===== src/rtl/ir_nec_pkg.sv =====
// ir_nec_pkg: shared NEC protocol definitions.
//   nec_tx_state_t   transmitter state encoding
//   *_T              segment lengths in NEC units T
//   is_mark()        1 for states that radiate the carrier
//   state_last_unit() segment length minus one, loaded into the T down-counter
package ir_nec_pkg;

  typedef enum logic [2:0] {
    ST_IDLE,
    ST_LEAD_MARK,
    ST_LEAD_SPACE,
    ST_REP_SPACE,
    ST_BIT_MARK,
    ST_BIT_SPACE,
    ST_STOP_MARK,
    ST_GAP
  } nec_tx_state_t;

  localparam int LEAD_MARK_T  = 16;
  localparam int LEAD_SPACE_T = 8;
  localparam int REP_SPACE_T  = 4;
  localparam int BIT0_SPACE_T = 1;
  localparam int BIT1_SPACE_T = 3;
  localparam int MARK_T       = 1;

  function automatic logic is_mark(nec_tx_state_t s);
    return (s == ST_LEAD_MARK) || (s == ST_BIT_MARK) || (s == ST_STOP_MARK);
  endfunction

  // bit1 selects the long space; only meaningful for ST_BIT_SPACE.
  function automatic logic [3:0] state_last_unit(nec_tx_state_t s, logic bit1);
    case (s)
      ST_LEAD_MARK:  return 4'(LEAD_MARK_T - 1);
      ST_LEAD_SPACE: return 4'(LEAD_SPACE_T - 1);
      ST_REP_SPACE:  return 4'(REP_SPACE_T - 1);
      ST_BIT_MARK,
      ST_STOP_MARK:  return 4'(MARK_T - 1);
      ST_BIT_SPACE:  return bit1 ? 4'(BIT1_SPACE_T - 1) : 4'(BIT0_SPACE_T - 1);
      default:       return 4'd0;
    endcase
  endfunction

endpackage


===== src/rtl/ir_carrier_gen.sv =====
// ir_carrier_gen: ~38 kHz carrier counter.
//   iCLK, iRST_n  clock / async active-low reset
//   iRESTART      hold the count at 0 (asserted whenever not in a mark)
//   oCARRIER      carrier level for the coming cycle (count after this edge < CARRIER_HIGH),
//                 so the caller can register it straight into its output flop
module ir_carrier_gen #(
  parameter int CARRIER_DIV  = 1316,
  parameter int CARRIER_HIGH = 439
) (
  input  logic iCLK,
  input  logic iRST_n,
  input  logic iRESTART,
  output logic oCARRIER
);
  localparam int CW = $clog2(CARRIER_DIV);

  logic [CW-1:0] cnt_q, cnt_d;

  always_comb begin
    cnt_d = cnt_q + 1'b1;
    if (iRESTART || (cnt_q == CW'(CARRIER_DIV - 1))) cnt_d = '0;
  end

  assign oCARRIER = (cnt_d < CW'(CARRIER_HIGH));

  always_ff @(posedge iCLK or negedge iRST_n) begin
    if (!iRST_n) cnt_q <= '0;
    else         cnt_q <= cnt_d;
  end
endmodule


===== src/rtl/ir_nec_transmit.sv =====
// ir_nec_transmit: NEC infrared frame transmitter.
//   iCLK, iRST_n      clock / async active-low reset
//   iVALID/oREADY     request handshake; transfer when both high at a rising edge (IDLE only)
//   iDATA             32-bit payload, LSB first; iREPEAT selects the repeat code instead
//   oIRDA             registered carrier-modulated output (inverted when ACTIVE_LOW)
//   oBUSY             high from transfer until the frame slot has elapsed
//   oDONE             one-cycle pulse in the first gap cycle after the stop mark
module ir_nec_transmit
  import ir_nec_pkg::*;
#(
  parameter int UNIT_CYCLES  = 28125,
  parameter int CARRIER_DIV  = 1316,
  parameter int CARRIER_HIGH = 439,
  parameter int FRAME_UNITS  = 192,
  parameter int ACTIVE_LOW   = 0
) (
  input  logic        iCLK,
  input  logic        iRST_n,
  input  logic        iVALID,
  output logic        oREADY,
  input  logic [31:0] iDATA,
  input  logic        iREPEAT,
  output logic        oIRDA,
  output logic        oBUSY,
  output logic        oDONE
);
  localparam int             UW        = $clog2(UNIT_CYCLES);
  localparam logic [UW-1:0]  UNIT_LAST = UW'(UNIT_CYCLES - 1);
  localparam logic [UW-1:0]  UNIT_PRE  = UW'(UNIT_CYCLES - 2);
  localparam logic [7:0]     FRM_LAST  = 8'(FRAME_UNITS - 1);
  localparam logic           IDLE_LVL  = (ACTIVE_LOW != 0);

  nec_tx_state_t state_q, state_d;
  logic [UW-1:0] unit_q, unit_d;
  logic [3:0]    tleft_q, tleft_d;
  logic [7:0]    frm_q, frm_d;
  logic [4:0]    bit_q, bit_d;
  logic [31:0]   sh_q, sh_d;
  logic          rep_q, rep_d;
  logic          irda_q, irda_d;
  logic          done_q, done_d;
  logic          carrier, unit_wrap, t_end;

  ir_carrier_gen #(
    .CARRIER_DIV (CARRIER_DIV),
    .CARRIER_HIGH(CARRIER_HIGH)
  ) u_carrier (
    .iCLK    (iCLK),
    .iRST_n  (iRST_n),
    .iRESTART(!is_mark(state_q)),
    .oCARRIER(carrier)
  );

  // State register and datapath flops
  always_ff @(posedge iCLK or negedge iRST_n) begin
    if (!iRST_n) begin
      state_q <= ST_IDLE;
      unit_q  <= '0;
      tleft_q <= '0;
      frm_q   <= '0;
      bit_q   <= '0;
      sh_q    <= '0;
      rep_q   <= 1'b0;
      irda_q  <= IDLE_LVL;
      done_q  <= 1'b0;
    end else begin
      state_q <= state_d;
      unit_q  <= unit_d;
      tleft_q <= tleft_d;
      frm_q   <= frm_d;
      bit_q   <= bit_d;
      sh_q    <= sh_d;
      rep_q   <= rep_d;
      irda_q  <= irda_d;
      done_q  <= done_d;
    end
  end

  // Next state. The unit counter free-runs from leader start so every segment
  // and the frame-slot count share one T grid.
  always_comb begin
    state_d   = state_q;
    unit_d    = unit_q;
    tleft_d   = tleft_q;
    frm_d     = frm_q;
    bit_d     = bit_q;
    sh_d      = sh_q;
    rep_d     = rep_q;
    unit_wrap = (unit_q == UNIT_LAST);
    t_end     = unit_wrap && (tleft_q == 4'd0);

    if (state_q != ST_IDLE) begin
      unit_d = unit_wrap ? '0 : unit_q + 1'b1;
      if (unit_wrap && (frm_q != 8'hFF)) frm_d   = frm_q + 8'd1;
      if (unit_wrap && (tleft_q != 4'd0)) tleft_d = tleft_q - 4'd1;
    end

    case (state_q)
      ST_IDLE: if (iVALID) begin
        state_d = ST_LEAD_MARK;
        unit_d  = '0;
        frm_d   = '0;
        bit_d   = '0;
        sh_d    = iDATA;
        rep_d   = iREPEAT;
      end
      ST_LEAD_MARK:  if (t_end) state_d = rep_q ? ST_REP_SPACE : ST_LEAD_SPACE;
      ST_LEAD_SPACE: if (t_end) state_d = ST_BIT_MARK;
      ST_REP_SPACE:  if (t_end) state_d = ST_STOP_MARK;
      ST_BIT_MARK:   if (t_end) state_d = ST_BIT_SPACE;
      ST_BIT_SPACE:  if (t_end) begin
        sh_d    = sh_q >> 1;
        bit_d   = bit_q + 5'd1;
        state_d = (bit_q == 5'd31) ? ST_STOP_MARK : ST_BIT_MARK;
      end
      ST_STOP_MARK:  if (t_end) state_d = ST_GAP;
      // Leave one cycle before the slot ends so a held iVALID transfers on the
      // edge that completes FRAME_UNITS*T from the previous leader.
      ST_GAP: if ((frm_q == FRM_LAST) && (unit_q == UNIT_PRE)) begin
        state_d = ST_IDLE;
        unit_d  = '0;
      end
      default: state_d = ST_IDLE;
    endcase

    if (state_d != state_q) tleft_d = state_last_unit(state_d, sh_q[0]);
  end

  // Outputs
  always_comb begin
    irda_d = IDLE_LVL ^ (is_mark(state_d) & carrier);
    done_d = (state_d == ST_GAP) && (state_q != ST_GAP);
  end

  assign oIRDA  = irda_q;
  assign oDONE  = done_q;
  assign oREADY = (state_q == ST_IDLE);
  assign oBUSY  = (state_q != ST_IDLE);
endmodule

===== config.mk =====
export PLATFORM = sky130hd
export DESIGN_NAME = ir_nec_transmit
export DESIGN_NICKNAME = d
export VERILOG_FILES = /design/src/rtl/ir_nec_pkg.sv /design/src/rtl/ir_carrier_gen.sv /design/src/rtl/ir_nec_transmit.sv
export SDC_FILE = /design/constraint.sdc
export NUM_CORES = 1
export LEC_CHECK = 0
export ABC_AREA = 0
export CORE_UTILIZATION = 46
export DETAILED_ROUTE_END_ITERATION = 16
export DONT_BUFFER_PORTS = 1
export SLEW_MARGIN = 20
export SYNTH_ARGS = -nofsm -noshare
export SYNTH_HDL_FRONTEND = slang
export SYNTH_SLANG_ARGS = --single-unit
export TNS_END_PERCENT = 50

===== constraint.sdc =====
create_clock -name iCLK -period 2.8 [get_ports iCLK]
set_input_delay 0.7 -clock iCLK [delete_from_list [all_inputs] [get_ports iCLK]]
set_output_delay 0.7 -clock iCLK [all_outputs]
set_load 0.005 [all_outputs]

==> impl_metrics.tcl <==
set metrics [dict create \
    arrival_ps 1640 \
    endpoint_kind "primary output" \
    critPathSlowestCell "or3_1" \
    postRouteAntennaNets 0 \
    place_congestion 0.7868 \
    regArea_sq_um 2027 \
    first_global_vias 2937 \
    drive_gt1_frac 0.09655 \
    grt_usage 0.1744 \
    cts_tree "built" \
    rows 34 \
    dpl.hpwl_microns 5346 \
    r2r_cells 9 \
    period_share 0.8356 \
    reg2reg_to "tleft_q[1]" \
    path_clk_slew_ps 80 \
    finalHoldViolCount 0 \
    antennaDiodeCount 0 \
    status "finished with violations" \
    insertion_delay_ps 350 \
    chipHeight_microns 97.96 \
    cts_setup_buffers 0 \
    clock_power_share 0.325 \
    synthFlopType "dfrtp_1" \
    area_delta_synth_final_pct 7.356 \
    path_cells "or3_1 > inv_2" \
    viasPerCell 5.484 \
    r2r_start "tleft_q[0]" \
    power_frac_comb 0.143 \
    timing.fmax_ghz 0.4274 \
    rsz0062_at_grt "false" \
    clock_path_buffers 2 \
    synth_cell_type_count 54 \
    skew_ps 5.919 \
    routed_wl_microns 7686 \
    start_kind "flop" \
    synth_edf_count 0 \
    remaining_drc_errors 4 \
    worst_pin_slew_ps 510.0 \
    max-vdd-ir-drop_mv 0.2896 \
    cts_inserted_buffers 9 \
    syn_area_sq_um 4235 \
    syn_nets 477 \
    cts.sinks 81 \
    overflow 0 \
    critPathKind "reg2out" \
    ys_seq_area_frac 0.4786 \
    maxCapViolations 0 \
    p_per_area_nw_per_um2 622.5 \
    multi_input_area_sq_um 2068 \
    power_switching_uw 826.2 \
    port_buffers 0 \
    yosysWarnings 0 \
    seq_power_share 0.531 \
    io-pin-count 40 \
    rrSetupSlack_ps 520 \
    post_cts_resized 0 \
    hp-class "in2async" \
    period_needed_ps 2340 \
    die_area_sq_um 9595 \
    ys_seq_elements 81 \
    htreeDepth 3 \
    synth-async-reset-ratio 1.000 \
    syn_avg_cell_area_sq_um 9.781 \
    max_stage_delay_ps 590 \
    drt-pass1-iter-count 10 \
    max_slew_margin 0.6600 \
    setup_viol 0 \
    core_area_sq_um 8806 \
    hold_ws_ps 35.18 \
    fillers 805 \
    start_util 0.4810 \
    die-width_microns 97.96 \
    leakage_uw 0.002157 \
    p_int_uw 2004 \
    antenna_found_initial 0 \
    tns_ps 0 \
    layout.nets 474 \
    failed_checks "DRC" \
    root_buffer "clkbuf_8" \
    switching_share 0.2919 \
    crit_required_ps 2100 \
    slew_violations 0 \
    vias 2978 \
    path_max_fanout 12 \
    first_iter_violations 92 \
    ctsHoldBuffers 0 \
    grt_pass1_wl_microns 13520 \
    syn_inst 433 \
    grt_max_degree 82 \
    wl_per_cell_microns 14.15 \
]
## critical path, delay by kind of cell (launching register included)
| kind | cells | cell delay [ps] |
|---|---|---|
| and+or+nand+nor | 1 | 590 |
| buffers and inverters | 1 | 190 |
| DFF | 1 | 510 |
## worst max-delay path by stage
stage / startpoint / end / slack [ps] / cells past startpoint
CTS: state_q[1] / oREADY / 440 / 2
global placement: tleft_q[0] / tleft_q[1] / 620 / 9
global route: bit_q[0] / tleft_q[1] / 350 / 8
floorplan: bit_q[0] / tleft_q[1] / 690 / 9
finish: state_q[1] / oREADY / 460 / 2
detailed placement: tleft_q[0] / tleft_q[1] / 540 / 9
## layout by cell type, fill, tap and decap left out, drive strengths merged, types with 4 or more instances in the layout
cell type  instances
a21oi              8
and2               5
and3               7
buf                8
clkbuf            10
dfrtp             81
ha                 8
inv                9
mux2i             34
nand2             60
nand3             18
nand4             13
nor2              49
nor2b              5
nor4               4
o21ai             43
xnor2             10
xor2              20
## state kept, by name (all words and copies together), names as in the netlist
signal and cells:
u_carrier.cnt_q 11, tleft_q 4, unit_q 15, state_q 3, frm_q 8, oIRDA 1
sh_q 32, rep_q 1, bit_q 5, oDONE 1
## cell usage after synthesis, types with 3 or more instances
cell type	n	area, sq um
ha_1	8	100.1
inv_1	8	30.03
and4_1	3	26.28
nand3_1	18	90.09
nor4_4	3	63.81
xor2_1	20	175.2
nor2_1	47	176.4
and3_1	6	37.54
nand4_1	12	75.07
xnor2_1	10	87.58
nor3b_1	3	22.52
clkbuf_1	11	41.29
dfrtp_1	81	2027
nor2b_1	5	31.28
o22ai_1	3	18.77
nand2_1	60	225.2
o21ai_0	41	205.2
mux2i_1	34	340.3
a31oi_1	3	18.77
buf_2	5	25.02
a21oi_1	8	40.04
and2_1	4	25.02
## per-layer routing
metal / global-route usage / vias to the layer above / part of all wire / routed length, microns
li1: - / 1492 / - / -
met1: 0.2228 / 1430 / 0.48 / 3653
met2: 0.2784 / 46 / 0.45 / 3452
met3: 0.05297 / 10 / 0.059 / 455
met4: 0.06643 / 0 / 0.016 / 123
met5: 0 / - / 0 / 0
## stage by stage
stage	area [sq um]	cells	setup WS [ps]	power, uW	util
floorplan	4235	433	687.4	1843	-
global placement	4337	527	615.7	1917	0.4925
detailed placement	4337	527	540.9	1930	0.4925
CTS	4547	543	439.5	2863	0.5163
global route	4547	543	351.6	3000	0.5163
finish	4547	543	460.4	2830	0.5163
## power by group through the flow
stage	Sequential [uW]	Combinational, uW	Clock (uW)
final	1500	406	921
after floorplan	1450	398	0
after detailed placement	1520	407	0
after global placement	1520	394	0
after global routing	1540	467	995
after CTS	1500	408	953
## cell type report
class	instances	share of cell area
multi-input combinational	321	0.4549
sequential	81	0.4458
tap	108	0.02972
clock buffer	10	0.02807
clock inverter	6	0.01816
timing repair buffer	8	0.01596
inverter	9	0.007430
## kinds of logic after synthesis
logic type	Yosys count	share of synthesized area
AOI/OAI and AO/OA	67	0.09129
xor gates and xnor gates	30	0.06204
adders and majority gates	8	0.02363
buffers and inverters	31	0.03486
DFF	81	0.4786
muxes	36	0.08567
and+or+nand+nor	180	0.2239
(Power assumes the default switching activity.)
